### src/rtl/pipeline_hazard_ctrl.sv
// rtl/pipeline_hazard_ctrl.sv - stall/flush scheduler for the 5-stage core
// Combinational stall/flush decode, a 3-state FSM for mul/div and held redirects.
module pipeline_hazard_ctrl #(
  parameter int addrWidth = 15,
  parameter int CNT_W     = 32
) (
  input  logic                 clk,
  input  logic                 rst,
  input  logic [4:0]           id_rs1,
  input  logic [4:0]           id_rs2,
  input  logic                 id_use_rs1,
  input  logic                 id_use_rs2,
  input  logic [4:0]           exe_rd,
  input  logic                 exe_is_load,
  input  logic                 exe_mispredict,
  input  logic [addrWidth-1:0] exe_target,
  input  logic                 exe_muldiv,
  input  logic                 muldiv_done,
  input  logic                 im_wait,
  input  logic                 dm_wait,
  input  logic                 cnt_clr,
  output logic                 stall_pc,
  output logic                 stall_ifid,
  output logic                 stall_idexe,
  output logic                 stall_exemem,
  output logic                 flush_ifid,
  output logic                 flush_idexe,
  output logic                 flush_exemem,
  output logic                 redirect_valid,
  output logic [addrWidth-1:0] redirect_pc,
  output logic [1:0]           state,
  output logic [CNT_W-1:0]     stall_cnt
);

  typedef enum logic [1:0] {
    RUN        = 2'd0,
    MULDIV     = 2'd1,
    REDIR_WAIT = 2'd2
  } state_t;

  state_t                 cur_state;
  state_t                 nxt_state;
  logic [addrWidth-1:0]   redir_q;
  logic                   take_redir;
  logic                   load_use;

  assign state = cur_state;

  assign load_use = exe_is_load && (exe_rd != 5'd0) &&
                    ((id_use_rs1 && (id_rs1 == exe_rd)) ||
                     (id_use_rs2 && (id_rs2 == exe_rd)));

  always_comb begin
    stall_pc       = 1'b0;
    stall_ifid     = 1'b0;
    stall_idexe    = 1'b0;
    stall_exemem   = 1'b0;
    flush_ifid     = 1'b0;
    flush_idexe    = 1'b0;
    flush_exemem   = 1'b0;
    redirect_valid = 1'b0;
    redirect_pc    = redir_q;
    take_redir     = 1'b0;
    nxt_state      = cur_state;

    case (cur_state)
      REDIR_WAIT: begin
        redirect_valid = 1'b1;
        flush_ifid     = 1'b1;
        flush_idexe    = 1'b1;
        // With the PC frozen by a data wait the redirect cannot load yet.
        if (dm_wait) begin
          stall_pc     = 1'b1;
          stall_ifid   = 1'b1;
          stall_idexe  = 1'b1;
          stall_exemem = 1'b1;
        end else if (!im_wait) begin
          nxt_state = RUN;
        end
      end

      RUN, MULDIV: begin
        if (dm_wait) begin
          stall_pc     = 1'b1;
          stall_ifid   = 1'b1;
          stall_idexe  = 1'b1;
          stall_exemem = 1'b1;
        end else begin
          nxt_state = RUN;
          if (cur_state == MULDIV && !muldiv_done) begin
            stall_pc     = 1'b1;
            stall_ifid   = 1'b1;
            stall_idexe  = 1'b1;
            flush_exemem = 1'b1;
            nxt_state    = MULDIV;
          end else if (exe_mispredict) begin
            redirect_valid = 1'b1;
            redirect_pc    = exe_target;
            flush_ifid     = 1'b1;
            flush_idexe    = 1'b1;
            take_redir     = 1'b1;
            nxt_state      = im_wait ? REDIR_WAIT : RUN;
          end else if (exe_muldiv && !muldiv_done) begin
            stall_pc     = 1'b1;
            stall_ifid   = 1'b1;
            stall_idexe  = 1'b1;
            flush_exemem = 1'b1;
            nxt_state    = MULDIV;
          end else if (load_use) begin
            stall_pc    = 1'b1;
            stall_ifid  = 1'b1;
            flush_idexe = 1'b1;
          end else if (im_wait) begin
            stall_pc   = 1'b1;
            flush_ifid = 1'b1;
          end
        end
      end

      default: nxt_state = RUN;
    endcase
  end

  always_ff @(posedge clk or posedge rst) begin
    if (rst) begin
      cur_state <= RUN;
      redir_q   <= '0;
      stall_cnt <= '0;
    end else begin
      cur_state <= nxt_state;
      if (take_redir)
        redir_q <= exe_target;
      if (cnt_clr)
        stall_cnt <= '0;
      else if (stall_pc && (stall_cnt != {CNT_W{1'b1}}))
        stall_cnt <= stall_cnt + CNT_W'(1);
    end
  end

endmodule

### config.mk
export PLATFORM = sky130hd
export DESIGN_NAME = pipeline_hazard_ctrl
export DESIGN_NICKNAME = d
export VERILOG_FILES = /design/src/rtl/pipeline_hazard_ctrl.sv
export SDC_FILE = /design/constraint.sdc
export NUM_CORES = 1
export LEC_CHECK = 0
export ABC_AREA = 0
export CAP_MARGIN = 20
export CORE_ASPECT_RATIO = 1.5
export CORE_MARGIN = 1.5
export CORE_UTILIZATION = 37
export CTS_CLUSTER_SIZE = 14
export DETAILED_ROUTE_END_ITERATION = 8
export PLACE_DENSITY = 0.74
export SLEW_MARGIN = 15
export SYNTH_ARGS = -nofsm -noshare
export SYNTH_HDL_FRONTEND = slang
export SYNTH_SLANG_ARGS = --single-unit
### constraint.sdc
create_clock -name clk -period 2.8 [get_ports clk]
set_input_delay 0.42 -clock clk [delete_from_list [all_inputs] [get_ports clk]]
set_output_delay 0.42 -clock clk [all_outputs]
set_load 0.005 [all_outputs]
==> impl_metrics.yaml, run 1 <==
status:
  outcome: "complete, no violations"
flow_run:
  maxCapViolations: 0
worst_setup_path:
  rr_startpoint: "stall_cnt[13]"
  arrival_ns: 2.34
  cpMaxStageDelayCell: "clkdlybuf4s50_1"
  reg2reg_depth: 8
  end_kind: "output port"
  required_ns: 2.38
  max_stage_delay_ns: 0.48
  crit_top_cell: "clkdlybuf4s50_1"
  reg2reg_to: "stall_cnt[15]"
  path_max_fanout: 5
  reg2reg_slack_ns: 0.43
  critPathKind: "in -> out"
  crit_path_cell_trace: "clkdlybuf4s50_1 > and2b_1 > nand3b_1 > buf_4 > buf_12 > mux2_2 > clkdlybuf4s50_1"
  cp-start-kind: "input pin"
drt:
  via_per_inst: 5.40
  vias: 2795
  avgRoutedWirePerCell_um: 16.3
  ant_nets: 0
  wirelength_um: 8460
  drt_first_pass_iters: 4
  first_iter_violations: 88
  drc: 0
grt:
  gr-usage-all-layers: 0.187
  grt_overflow: 0
  grt_pass1_wl_um: 12300
  grt_pass1_vias: 2713
  antenna_found_initial: 0
  grt_max_degree: 24
hold_path:
  hp-class: "in -> async"
yosys:
  ys_top_cells_by_area: "dfrtp_1 (42%), mux2_2 (12%), xnor2_1 (7.5%)"
  ys_ff_latch: 49
  synth_ff_type: "dfrtp_1"
  synth_edf_count: 0
  yosysTopAreaCell: "dfrtp_1"
  syn-instance-count: 302
  yosysWarnings: 0
  syn-cell-area_mm2: 0.00291
  synth_nets: 344
  syn_avg_cell_area_um2: 9.62
  synth_xor_area_frac: 0.0783
  yosysSeqAreaShare: 0.422
  synth.mux.area_fraction: 0.127
  synth-async-reset-ratio: 1.00
  synth_adder_area_share: 0.00430
  yosysMostFrequentCell: "dfrtp_1"
  synth_compound_area_frac: 0.0934
  synth_top_area_share: 0.422
  netlist-cell-type-count: 50
  synthTopCellsByCount: "dfrtp_1 (49), mux2_2 (30), nor2_1 (30)"
  synth-simple-area-share: 0.235
  synth_top_family_by_area: "simple AND/OR/NAND/NOR gates"
power:
  comb_power_share: 0.285
  p_clk_frac: 0.332
  switching_share: 0.253
  p_leak_nw: 1.78
  power.switching_mw: 0.545
  power_density_mw_per_mm2: 493
  ir_drop_mv: 0.356
  sequentialPowerShare: 0.383
  intPower_mw: 1.61
  finalPower_mw: 2.16
cells_and_area:
  antenna_cells: 0
  syn_to_final_growth_pct: 50.5
  fin_nets: 457
  utilization: 0.575
  final_area_mm2: 0.00437
  layout.cells.non_filler: 518
  layout-drive-gt1-share: 0.188
placement:
  portBuffers: 97
  globalplace.congestion: 0.787
  hpwl_um: 5980
  placed_cells: 502
  place_area_mm2: 0.00406
  pre_cts_ws_ns: -0.147
floorplan:
  core-area_mm2: 0.00761
  die_y_um: 112
  rows: 39
  die_w_um: 75.4
  io-pin-count: 98
  start_util: 0.382
  die_area_mm2: 0.00841
clock_tree:
  clkSinkCount: 49
  clock_path_buffers: 2
  cts_buffers: 5
  clkTransAtPathRegs_ns: 0.07
  cts_root_buffer: "clkbuf_16"
  ctsHoldBuffers: 0
  h-tree-depth: 2
  clock_latency_ns: 0.29
  tritoncts: "done"
sta:
  relSlewSlack: 0.609
  tightest_slew_ns: 0.584
  finalCritPeriodShare: 0.987
  hold_viol: 0
  finalClockSkew_ns: 0.00622
  slew_viol_final: 0
  timing.fmax_mhz: 362
  fin_setup_tns_ns: 0
  fin_ws_ns: 0.0371
  finalSetupViolations: 0
  fin_crit_ns: 2.76
  holdWs_ns: 0.356
how the worst max path moves through the flow:
stage | startpoint | endpoint | slack, ns | depth (start not counted)
2_1_floorplan | stall_cnt[13] | stall_cnt[29] | 0.60 | 8
3_3_place_gp | exe_rd[1] | flush_ifid | -0.1 | 7
3_5_place_dp | exe_rd[1] | flush_ifid | -0.15 | 7
4_1_cts | exe_rd[4] | flush_ifid | 0.01 | 7
5_1_grt | muldiv_done | redirect_pc[5] | -0.02 | 7
6_report | muldiv_done | redirect_pc[0] | 0.04 | 7
flip-flops by register name, indices dropped and copies added, names as in the netlist:
name,count
state,2
redir_q,15
stall_cnt,32
logic make-up (layout without fill, tap and decap cells):
group,Yosys count,in the layout
simple gates,126,126
buf+inv,23,137
fa+ha+maj,1,1
xor+xnor,26,26
mux,33,33
compound gates,44,44
flops,49,49
repair_timing:
item / in CTS / in global routing
pin swaps: 0 / 2
resized for setup: 4 / 9
setup buffers: 0 / 5
endpoints found under the setup margin: 3 / 10
gates cloned: 0 / 3
power groups by stage:
stage	clock network [mW]	logic, mW	registers [mW]
after floorplan	0	0.278	0.827
after global routing	0.764	0.662	0.833
after global placement	0	0.575	0.831
after CTS	0.734	0.593	0.824
final	0.715	0.615	0.826
after detailed placement	0	0.588	0.838
critical path, delay by kind of cell:
family,cells,cell delay [ns]
buffers and inverters,4,1.27
and+or+nand+nor,2,0.38
muxes,1,0.28
layer usage:
layer / up-vias / track usage / share of wire
li1: 1314 / - / -
met5: - / 0 / 0
met2: 121 / 0.357 / 0.52
met4: 0 / 0.0381 / 0.018
met3: 11 / 0.0588 / 0.096
met1: 1349 / 0.189 / 0.36
final cells by class:
cell class                 instances  area (um2)
sequential                        49        1230
clock inverter                     2        37.5
timing repair buffer             122        1220
tap                              102         128
clock buffer                       6         139
fill                             671        3240
inverter                           7        26.3
multi-input combinational        230        1600
cell usage in the layout, fill, tap and decap left out, types with 2 or more instances in the layout:
master and instances:
dfrtp_1 49, and4_4 3, buf_4 20, dlymetal6s2s_1 6, nand4_1 13, inv_1 6, or3_1 11, nor4_1 6
o21bai_1 2, and4_1 2, nor2_1 30, clkbuf_16 7, o21ai_1 10, nand2_1 12, mux2_1 2, and3_1 5
mux2_2 30, clkdlybuf4s50_1 90, o21ai_0 7, xnor2_1 23, xnor2_2 2, nor2b_1 2, a21oi_1 14, nor3_1 12
nand3_1 17
Power figures use the tool's default switching activity.
==> run 2: changes to the inputs <==
--- a/config.mk
+++ b/config.mk
@@ -8,7 +8,6 @@
 export ABC_AREA = 0
 export CAP_MARGIN = 20
 export CORE_ASPECT_RATIO = 1.5
-export CORE_MARGIN = 1.5
 export CORE_UTILIZATION = 37
 export CTS_CLUSTER_SIZE = 14
 export DETAILED_ROUTE_END_ITERATION = 8
==> impl_metrics.yaml, run 2 (same netlist as run 1, synthesis figures left out) <==
status:
  outcome: "complete, no violations"
worst_setup_path:
  critPathKind: "in -> out"
  end_kind: "output port"
  cp_num_buf_inv: 3
  crit_path_cell_trace: "clkdlybuf4s50_1 > and2b_1 > nand3b_1 > buf_12 > mux2_2 > clkdlybuf4s50_1"
  cp-start-kind: "input pin"
  reg2reg_depth: 8
  reg2reg_to: "stall_cnt[16]"
  rr_startpoint: "stall_cnt[13]"
  path_max_fanout: 22
  cp_top_family: "buffers and inverters"
  crit_top_cell: "clkdlybuf4s50_1"
  required_ns: 2.38
  cpMaxStageDelayCell: "clkdlybuf4s50_1"
  reg2reg_slack_ns: 0.46
  arrival_ns: 2.32
  max_stage_delay_ns: 0.48
sta:
  tightest_slew_ns: 0.635
  fin_setup_tns_ns: 0
  rsz0062_at_grt: "yes"
  timing.fmax_mhz: 365
  hold_viol: 0
  relSlewSlack: 0.577
  fin_crit_ns: 2.74
  fin_ws_ns: 0.0604
  finalClockSkew_ns: 0.00571
  finalCritPeriodShare: 0.978
  slew_viol_final: 0
  holdWs_ns: 0.502
  finalSetupViolations: 0
power:
  p_clk_frac: 0.306
  power_density_mw_per_mm2: 470
  ir_drop_mv: 0.377
  p_leak_nw: 1.77
  switching_share: 0.257
  intPower_mw: 1.49
  finalPower_mw: 2.00
  comb_power_share: 0.281
  power.switching_mw: 0.513
  sequentialPowerShare: 0.413
drt:
  ant_nets: 0
  wirelength_um: 7720
  drc: 0
  drt_first_pass_iters: 4
  via_per_inst: 5.33
  first_iter_violations: 79
  vias: 2704
  avgRoutedWirePerCell_um: 15.2
grt:
  grt_pass1_wl_um: 12200
  grt_overflow: 0
  gr-usage-all-layers: 0.187
  grt_pass1_vias: 2655
  antenna_found_initial: 0
  grt_max_degree: 50
hold_path:
  hold_end: "redir_q[13]"
  min_path_cells: 1
  holdCritStartpoint: "redir_q[13]"
  hp-class: "reg -> reg"
cells_and_area:
  fill_cells: 698
  ff_latch_area_mm2: 0.00123
  fin_nets: 446
  largest_register_ffs: 32
  syn_to_final_growth_pct: 46.4
  multiInputGateArea_mm2: 0.00160
  antenna_cells: 0
  layout.cells.non_filler: 507
  layout_commonest_cell: "clkdlybuf4s50_1"
  registers.top_by_ff_count: "stall_cnt"
  final_cell_mix: "clkdlybuf4s50_1 (81), dfrtp_1 (49), nor2_1 (30), mux2_2 (30), xnor2_1 (23)"
  layout-drive-gt1-share: 0.165
clock_tree:
  clock_path_buffers: 2
  clkTransAtPathRegs_ns: 0.07
  tritoncts: "done"
  h-tree-depth: 2
  clock_latency_ns: 0.28
  cts_root_buffer: "clkbuf_16"
  clkSinkCount: 49
  cts_buffers: 5
floorplan:
  die_area_mm2: 0.00822
  start_util: 0.382
  core-area_mm2: 0.00761
  die_w_um: 74.4
  die_y_um: 111
  io-pin-count: 98
  rows: 39
placement:
  hpwl_um: 5720
  globalplace.congestion: 0.756
  portBuffers: 97
  pre_cts_ws_ns: -0.121
  placed_cells: 499
flow_run:
  maxCapViolations: 0
[run 2: cell count changes in the layout (fill, tap and decap cells not counted), moves of 2 or more]
cell,previous run,this run
buf_4,20,11
clkbuf_16,7,5
clkdlybuf4s50_1,90,81
dlygate4sd2_1,1,3
dlymetal6s2s_1,6,13
[run 2: layout make-up]
| cell class | count | area share |
|---|---|---|
| inverters | 7 | 0.00618 |
| clock buffers | 6 | 0.0326 |
| flip-flops and latches | 49 | 0.288 |
| clock inverters | 2 | 0.00324 |
| multi-input cells | 230 | 0.375 |
| repair buffers | 111 | 0.264 |
| well taps | 102 | 0.0300 |
[run 2: power by group through the flow]
stage / clock (mW) / sequential, mW / combinational, mW
3_3_place_gp: 0 / 0.832 / 0.568
6_report: 0.612 / 0.824 / 0.562
4_1_cts: 0.632 / 0.824 / 0.585
5_1_grt: 0.655 / 0.834 / 0.612
3_5_place_dp: 0 / 0.838 / 0.580
2_1_floorplan: 0 / 0.827 / 0.278
[run 2: how the worst max path moves through the flow]
stage	startpoint	endpoint	slack, ns	depth (start not counted)
2_1_floorplan	stall_cnt[13]	stall_cnt[29]	0.60	8
3_3_place_gp	exe_rd[4]	flush_ifid	-0.09	7
3_5_place_dp	exe_rd[4]	flush_ifid	-0.12	7
4_1_cts	exe_rd[0]	stall_ifid	0.009	10
5_1_grt	muldiv_done	flush_idexe	-0.03	6
6_report	muldiv_done	redirect_pc[1]	0.06	6
[run 2: routing by layer]
metal / track usage / vias to the layer above / wire [um]
li1: - / 1287 / -
met1: 0.205 / 1333 / 3010
met2: 0.354 / 80 / 4150
met3: 0.0456 / 4 / 520
met4: 0.0302 / 0 / 40
met5: 0 / - / 0
[run 2: timing repair]
item | CTS | global route
pin swaps | 4 | 1
setup buffers | 0 | 0
gates resized for setup | 9 | 14
hold buffers | 0 | 0
hold endpoints to repair | 0 | 0
setup endpoints to repair | 3 | 8
[run 2: through the flow]
step                 util  cell area [um2]
floorplan               -             2910
global placement    0.530             4040
detailed placement  0.530             4040
CTS                 0.554             4220
global route        0.559             4250
finish              0.559             4250
